--- config.mk ---
export PLATFORM = sky130hd
export DESIGN_NAME = vector_replay_misr
export DESIGN_NICKNAME = d
export VERILOG_FILES = /design/src/rtl/vector_replay_misr.sv
export SDC_FILE = /design/constraint.sdc
export NUM_CORES = 2
export LEC_CHECK = 0
export BUFFER_PORTS_ARGS = -buffer_cell sky130_fd_sc_hd__buf_2
export CORE_UTILIZATION = 35
export DETAILED_ROUTE_END_ITERATION = 8
export SYNTH_ARGS = -nofsm -noshare
export SYNTH_HDL_FRONTEND = slang
export SYNTH_SLANG_ARGS = --single-unit
--- constraint.sdc ---
create_clock -name clk -period 5.9 [get_ports clk]
set_input_delay 1.18 -clock clk [delete_from_list [all_inputs] [get_ports clk]]
set_output_delay 1.18 -clock clk [all_outputs]
set_load 0.005 [all_outputs]
--- src/rtl/vector_replay_misr.sv ---
// Replays a stored list of stimulus words into a DUT and compacts every absorbed
// response cycle into a MISR signature that is compared against an expected value.
module vector_replay_misr #(
    parameter int              IN_W  = 79,
    parameter int              OUT_W = 501,
    parameter int              DEPTH = 32,
    parameter int              HOLD  = 1,
    parameter int              LAT   = 0,
    parameter int              SIG_W = 32,
    parameter logic [SIG_W-1:0] POLY = 32'h04C11DB7,
    parameter logic [SIG_W-1:0] SEED = 32'hFFFFFFFF
) (
    input  logic             clk,
    input  logic             rst,
    input  logic             clr,
    input  logic             ld_valid,
    output logic             ld_ready,
    input  logic [IN_W-1:0]  ld_data,
    input  logic             start,
    input  logic             abort,
    input  logic             loop_mode,
    output logic [IN_W-1:0]  stim,
    output logic             stim_valid,
    input  logic [OUT_W-1:0] dut_y,
    input  logic [SIG_W-1:0] exp_sig,
    output logic             busy,
    output logic             done,
    output logic             pass,
    output logic [SIG_W-1:0] signature
);

    localparam int AW  = (DEPTH > 1) ? $clog2(DEPTH) : 1;
    localparam int PW  = $clog2(DEPTH + 1);
    localparam int HW  = (HOLD > 1) ? $clog2(HOLD) : 1;
    localparam int DW  = (LAT > 1) ? $clog2(LAT) : 1;
    localparam int NCH = (OUT_W + SIG_W - 1) / SIG_W;
    localparam logic [HW-1:0] HOLD_LAST = HW'(HOLD - 1);
    localparam logic [DW-1:0] LAT_LAST  = DW'((LAT > 0) ? LAT - 1 : 0);
    localparam logic [PW-1:0] DEPTH_P   = PW'(DEPTH);
    localparam logic [AW-1:0] ADDR0     = '0;
    localparam bit            NO_DRAIN  = (LAT == 0);

    typedef enum logic [1:0] {
        S_IDLE  = 2'd0,
        S_RUN   = 2'd1,
        S_DRAIN = 2'd2,
        S_DONE  = 2'd3
    } state_t;

    // XOR of the response cut into SIG_W chunks, top chunk zero-padded
    function automatic logic [SIG_W-1:0] fold_y(input logic [OUT_W-1:0] y);
        logic [NCH*SIG_W-1:0] pad;
        logic [SIG_W-1:0]     acc;
        pad            = '0;
        pad[OUT_W-1:0] = y;
        acc            = '0;
        for (int i = 0; i < NCH; i++) begin
            acc = acc ^ pad[i*SIG_W +: SIG_W];
        end
        return acc;
    endfunction

    function automatic logic [SIG_W-1:0] misr_step(input logic [SIG_W-1:0] s,
                                                   input logic [SIG_W-1:0] f);
        logic [SIG_W-1:0] fb;
        fb = s[SIG_W-1] ? POLY : '0;
        return {s[SIG_W-2:0], 1'b0} ^ fb ^ f;
    endfunction

    state_t            state_r;
    state_t            state_nxt_s;
    logic [IN_W-1:0]   mem_r [DEPTH];
    logic [PW-1:0]     wr_ptr_r;
    logic [AW-1:0]     rd_ptr_r;
    logic [HW-1:0]     hold_r;
    logic [DW-1:0]     drain_r;
    logic [IN_W-1:0]   stim_r;
    logic              stim_valid_r;
    logic              busy_r;
    logic              done_r;
    logic              pass_r;
    logic [SIG_W-1:0]  sig_r;

    logic              ld_ready_s;
    logic              clr_s;
    logic              accept_s;
    logic [PW-1:0]     count_s;
    logic [IN_W-1:0]   first_word_s;
    logic [SIG_W-1:0]  sig_next_s;
    logic              hold_last_s;
    logic              rd_last_s;
    logic              drain_last_s;
    logic              run_end_s;

    assign ld_ready_s   = (state_r == S_IDLE) && (wr_ptr_r < DEPTH_P);
    // start takes precedence over clr; clr takes precedence over a load
    assign clr_s        = clr && !start && (state_r == S_IDLE);
    assign accept_s     = ld_valid && ld_ready_s && !clr_s;
    assign count_s      = wr_ptr_r + {{(PW-1){1'b0}}, accept_s};
    // a word accepted into an empty memory on the start edge is not in mem_r yet
    assign first_word_s = (wr_ptr_r == '0) ? ld_data : mem_r[ADDR0];
    assign sig_next_s   = misr_step(sig_r, fold_y(dut_y));
    assign hold_last_s  = (hold_r == HOLD_LAST);
    assign rd_last_s    = (PW'(rd_ptr_r) == (wr_ptr_r - PW'(1)));
    assign drain_last_s = (drain_r == LAT_LAST);
    assign run_end_s    = hold_last_s && rd_last_s && !loop_mode;

    // next-state decode
    always_comb begin
        state_nxt_s = state_r;
        case (state_r)
            S_IDLE: begin
                if (start) begin
                    if (count_s != '0) begin
                        state_nxt_s = S_RUN;
                    end else begin
                        state_nxt_s = S_DONE;
                    end
                end else begin
                    state_nxt_s = S_IDLE;
                end
            end
            S_RUN: begin
                if (abort) begin
                    state_nxt_s = S_IDLE;
                end else if (run_end_s) begin
                    state_nxt_s = NO_DRAIN ? S_DONE : S_DRAIN;
                end else begin
                    state_nxt_s = S_RUN;
                end
            end
            S_DRAIN: begin
                if (abort) begin
                    state_nxt_s = S_IDLE;
                end else if (drain_last_s) begin
                    state_nxt_s = S_DONE;
                end else begin
                    state_nxt_s = S_DRAIN;
                end
            end
            S_DONE:  state_nxt_s = S_IDLE;
            default: state_nxt_s = S_IDLE;
        endcase
    end

    // state register
    always_ff @(posedge clk or posedge rst) begin
        if (rst) begin
            state_r <= S_IDLE;
        end else begin
            state_r <= state_nxt_s;
        end
    end

    // stimulus memory write port; contents are not reset
    always_ff @(posedge clk) begin
        if (accept_s) begin
            mem_r[wr_ptr_r[AW-1:0]] <= ld_data;
        end
    end

    // replay pointers, stimulus register, MISR and status flags
    always_ff @(posedge clk or posedge rst) begin
        if (rst) begin
            wr_ptr_r     <= '0;
            rd_ptr_r     <= '0;
            hold_r       <= '0;
            drain_r      <= '0;
            stim_r       <= '0;
            stim_valid_r <= 1'b0;
            busy_r       <= 1'b0;
            done_r       <= 1'b0;
            pass_r       <= 1'b0;
            sig_r        <= '0;
        end else begin
            if (clr_s) begin
                wr_ptr_r <= '0;
            end else if (accept_s) begin
                wr_ptr_r <= wr_ptr_r + PW'(1);
            end
            case (state_r)
                S_IDLE: begin
                    if (start) begin
                        sig_r <= SEED;
                        if (count_s != '0) begin
                            rd_ptr_r <= '0;
                            hold_r   <= '0;
                            stim_r   <= first_word_s;
                            pass_r   <= 1'b0;
                        end else begin
                            pass_r <= (SEED == exp_sig);
                        end
                    end
                end
                S_RUN: begin
                    if (abort) begin
                        pass_r <= 1'b0;
                    end else begin
                        sig_r <= sig_next_s;
                        if (hold_last_s) begin
                            hold_r <= '0;
                            if (!rd_last_s) begin
                                rd_ptr_r <= rd_ptr_r + AW'(1);
                                stim_r   <= mem_r[rd_ptr_r + AW'(1)];
                            end else if (loop_mode) begin
                                rd_ptr_r <= '0;
                                stim_r   <= mem_r[ADDR0];
                            end else begin
                                drain_r <= '0;
                                if (NO_DRAIN) begin
                                    pass_r <= (sig_next_s == exp_sig);
                                end
                            end
                        end else begin
                            hold_r <= hold_r + HW'(1);
                        end
                    end
                end
                S_DRAIN: begin
                    if (abort) begin
                        pass_r <= 1'b0;
                    end else begin
                        sig_r   <= sig_next_s;
                        drain_r <= drain_r + DW'(1);
                        if (drain_last_s) begin
                            pass_r <= (sig_next_s == exp_sig);
                        end
                    end
                end
                S_DONE: begin
                end
                default: begin
                end
            endcase
            stim_valid_r <= (state_nxt_s == S_RUN);
            busy_r       <= (state_nxt_s == S_RUN) || (state_nxt_s == S_DRAIN);
            done_r       <= (state_nxt_s == S_DONE);
        end
    end

    assign ld_ready   = ld_ready_s;
    assign stim       = stim_r;
    assign stim_valid = stim_valid_r;
    assign busy       = busy_r;
    assign done       = done_r;
    assign pass       = pass_r;
    assign signature  = sig_r;

endmodule
==> reports/metrics.yaml <==
die:
  fp.dieH_um: 556
  initial_core_util_pct: 35.3
  die-area_um2: 309000
  die_w_um: 556
  io_pins: 735
  core_um2: 304000
  num_rows: 202
sta:
  holdWs_ns: 0.389
  drv_slew: 0
  relSlewSlack_pct: 15.9
  min_period_ns: 4.29
  worst_slew_pin_slew_ns: 1.26
  setup_ws_ns: 1.61
  setup_tns_ns: 0
  fin_crit_sh_pct: 72.7
  hold_viol_final: 0
  rsz0062_at_grt: "false"
  fin_skew_ns: 0.0454
  fmax_mhz: 233
  setup_viol: 0
setup_path:
  reg2reg_depth: 9
  critical_path_class: "flop to flop"
  worstReg2RegStart: "rd_ptr_r[0]$_DFFE_PP0P_"
  ff2ff_setup_slack_ns: 1.61
  crit_arrival_ns: 5.02
  crit_required_ns: 6.63
  regToRegEndpoint: "stim[68]$_DFFE_PP0P_"
  start_kind: "flop"
  critPathMaxFanout: 40
  endpoint_kind: "flop"
layout:
  area_delta_synth_final_pct: 17.6
  fillers: 26626
  drive_gt1_share_pct: 34.8
  fin_nets: 6541
  finalNonFillerCells: 10264
status:
  outcome: "finished clean"
job:
  max_cap_viol_count: 0
placement:
  dpl.hpwl_um: 201000
  io_buffers: 734
  place_congestion: 0.907
  dpl_worst_slack_ns: 1.05
  dp.cells: 9701
clocking:
  clock-root-buffer: "clkbuf_16"
  cts_max_path_buffers: 4
  clk_pin_slew_ns: 0.06
  clk_latency_ns: 0.89
  cts_tree: "built"
  cts_setup_buffers: 0
  numCtsBuffers: 286
  cts.sinks: 2657
  htree_levels: 5
  cts_resized: 0
  hold_buffers: 0
synthesis:
  yosysUniqueCellTypes: 59
  syn_area_per_cell_um2: 21.4
  synth_top_cell_area_share_pct: 70.7
  synth_largest_area_cell: "edfxtp_1"
  synth-seq-cells: 2657
  synth_nets: 5641
  netlist_area_um2: 107000
  synth_top_cells_by_area: "edfxtp_1 (71%), mux4_2 (16%), xnor2_1 (3.4%)"
  seq_area_frac_synth_pct: 73.7
  synth-edff-count: 2528
  synthCells: 5009
  ys.flop_type: "edfxtp_1"
  synth-warning-count: 0
  async_reset_ff_share_pct: 4.86
route:
  drt_wl_total_um: 331000
  first_pass_iters: 5
  wl_per_cell_um: 32.3
  vias_per_cell: 5.32
  dr.first_iter.drc_count: 5851
  final_antenna_net_count: 0
  route.detailed.drc: 0
  vias: 54602
power_and_ir_drop:
  leakage_nw: 40.3
  p_per_area_nw_per_um2: 426
  ir_drop_mv: 0.737
grt:
  grt_pass1_vias: 56368
  globalRouteTotalUtil_pct: 21.3
  grt-ovfl-total: 0
  antenna_found_initial: 123
  grt_pass1_wl_um: 458000
  grt_max_degree: 118
worst_hold_path:
  hold_path_class: "primary input to async pin"
## Yosys cell counts (3+ instances only)
cell type,instances
a2111oi_0,3
a211oi_1,10
a21oi_1,117
a221oi_1,44
a221oi_2,32
a22oi_1,5
a311oi_1,3
a31oi_1,7
and2_1,10
and3_1,5
and3b_1,5
buf_1,23
buf_2,87
buf_4,20
buf_6,10
clkbuf_1,118
dfrtp_1,129
edfxtp_1,2528
ha_1,13
inv_1,12
mux2i_1,4
mux4_2,784
nand2_1,266
nand3_1,7
nand3b_1,4
nand4_1,11
nor2_1,84
nor3_1,13
nor4_1,7
o21ai_0,3
o21ai_1,78
o221ai_1,3
o22ai_1,3
o31ai_1,5
or3_1,3
xnor2_1,418
xnor3_1,25
xor2_1,84
## cell families after synthesis
logic type | count (synthesis) | synth area share, %
AND/OR/NAND/NOR | 430 | 1.72
AO/OA/AOI/OAI | 324 | 2.10
buffers and inverters | 270 | 1.19
adder cells (fa/ha/maj) | 13 | 0.152
multiplexers | 788 | 16.5
XOR/XNOR | 527 | 4.62
flip-flops | 2657 | 73.7
## power by group
part	switching (mW)	total (mW)	internal, mW	leakage (nW)
registers	0.517	22.0	21.5	24.3
logic	8.02	14.4	6.33	11.6
clock network	7.48	17.4	9.94	4.42
total	16.0	53.7	37.7	40.3
## through the flow
| stage | util, % | total power [mW] | instance area [um2] |
|---|---|---|---|
| 2_1_floorplan | - | 31.7 | 107000 |
| 3_3_place_gp | 38.5 | 36.8 | 117000 |
| 3_5_place_dp | 38.5 | 37.0 | 117000 |
| 4_1_cts | 41.5 | 54.4 | 126000 |
| 5_1_grt | 41.5 | 55.8 | 126000 |
| 6_report | 41.5 | 53.7 | 126000 |
## layout make-up
type / instances / area [um2] / share of cell area (%)
multi-input combinational: 2082 / 27300 / 21.6
tap: 4080 / 5100 / 4.04
sequential: 2657 / 79100 / 62.7
antenna: 49 / 123 / 0.0972
timing repair buffer: 870 / 5450 / 4.31
clock buffer: 368 / 7660 / 6.07
clock inverter: 146 / 1400 / 1.11
inverter: 12 / 52.6 / 0.0416
## sequential cells by signal, indices dropped and copies added (netlist names)
name,cells
stim_valid,1
mem_r,2528
stim,79
drain_r,1
done,1
busy,1
wr_ptr_r,6
rd_ptr_r,5
signature,32
pass,1
state_r,2
## layer usage
layer  track usage, %  part of all wire, %  vias to the layer above
met5                0                 0.12                        -
met4             7.38                  3.6                       64
met3             4.39                  7.2                      520
met2             36.6                   51                     2187
met1             26.6                   38                    29276
li1                 -                    -                    22555
## cells in the final DEF, fill, tap and decap left out, types with 41 or more instances in the layout
master	Yosys	layout
edfxtp_1	2528	2528
mux4_2	784	784
buf_2	87	734
xnor2_1	418	417
clkbuf_16	0	289
nand2_1	266	265
dfrtp_1	129	128
a21oi_1	117	117
xor2_1	84	81
o21ai_1	78	78
buf_4	20	76
clkbuf_1	118	66
buf_12	0	60
nor2_1	84	52
clkinv_1	0	52
diode_2	0	49
a221oi_1	44	44
clkinv_2	0	41
## worst max-delay path by stage
stage                                       start                      to  slack (ns)
final                     rd_ptr_r[0]$_DFFE_PP0P_    stim[68]$_DFFE_PP0P_        1.61
after global routing         state_r[1]$_DFF_PP0_    stim[75]$_DFFE_PP0P_        1.23
after CTS                 rd_ptr_r[0]$_DFFE_PP0P_    stim[42]$_DFFE_PP0P_        1.51
after detailed placement                    start    stim[39]$_DFFE_PP0P_        1.05
after global placement                      start    stim[39]$_DFFE_PP0P_        1.13
after floorplan                             start  mem_r[31][0]$_DFFE_PP_        0.05
## critical path: stages (launching register included)
cell,delay [ns]
dfrtp_4,0.97
ha_4,0.65
buf_12,0.33
buf_12,0.30
mux4_2,0.35
mux4_2,0.47
nand2_1,0.08
a21oi_1,0.07
a221oi_1,0.65
o21ai_1,0.12
No activity file was read; power rests on OpenSTA's default activity.
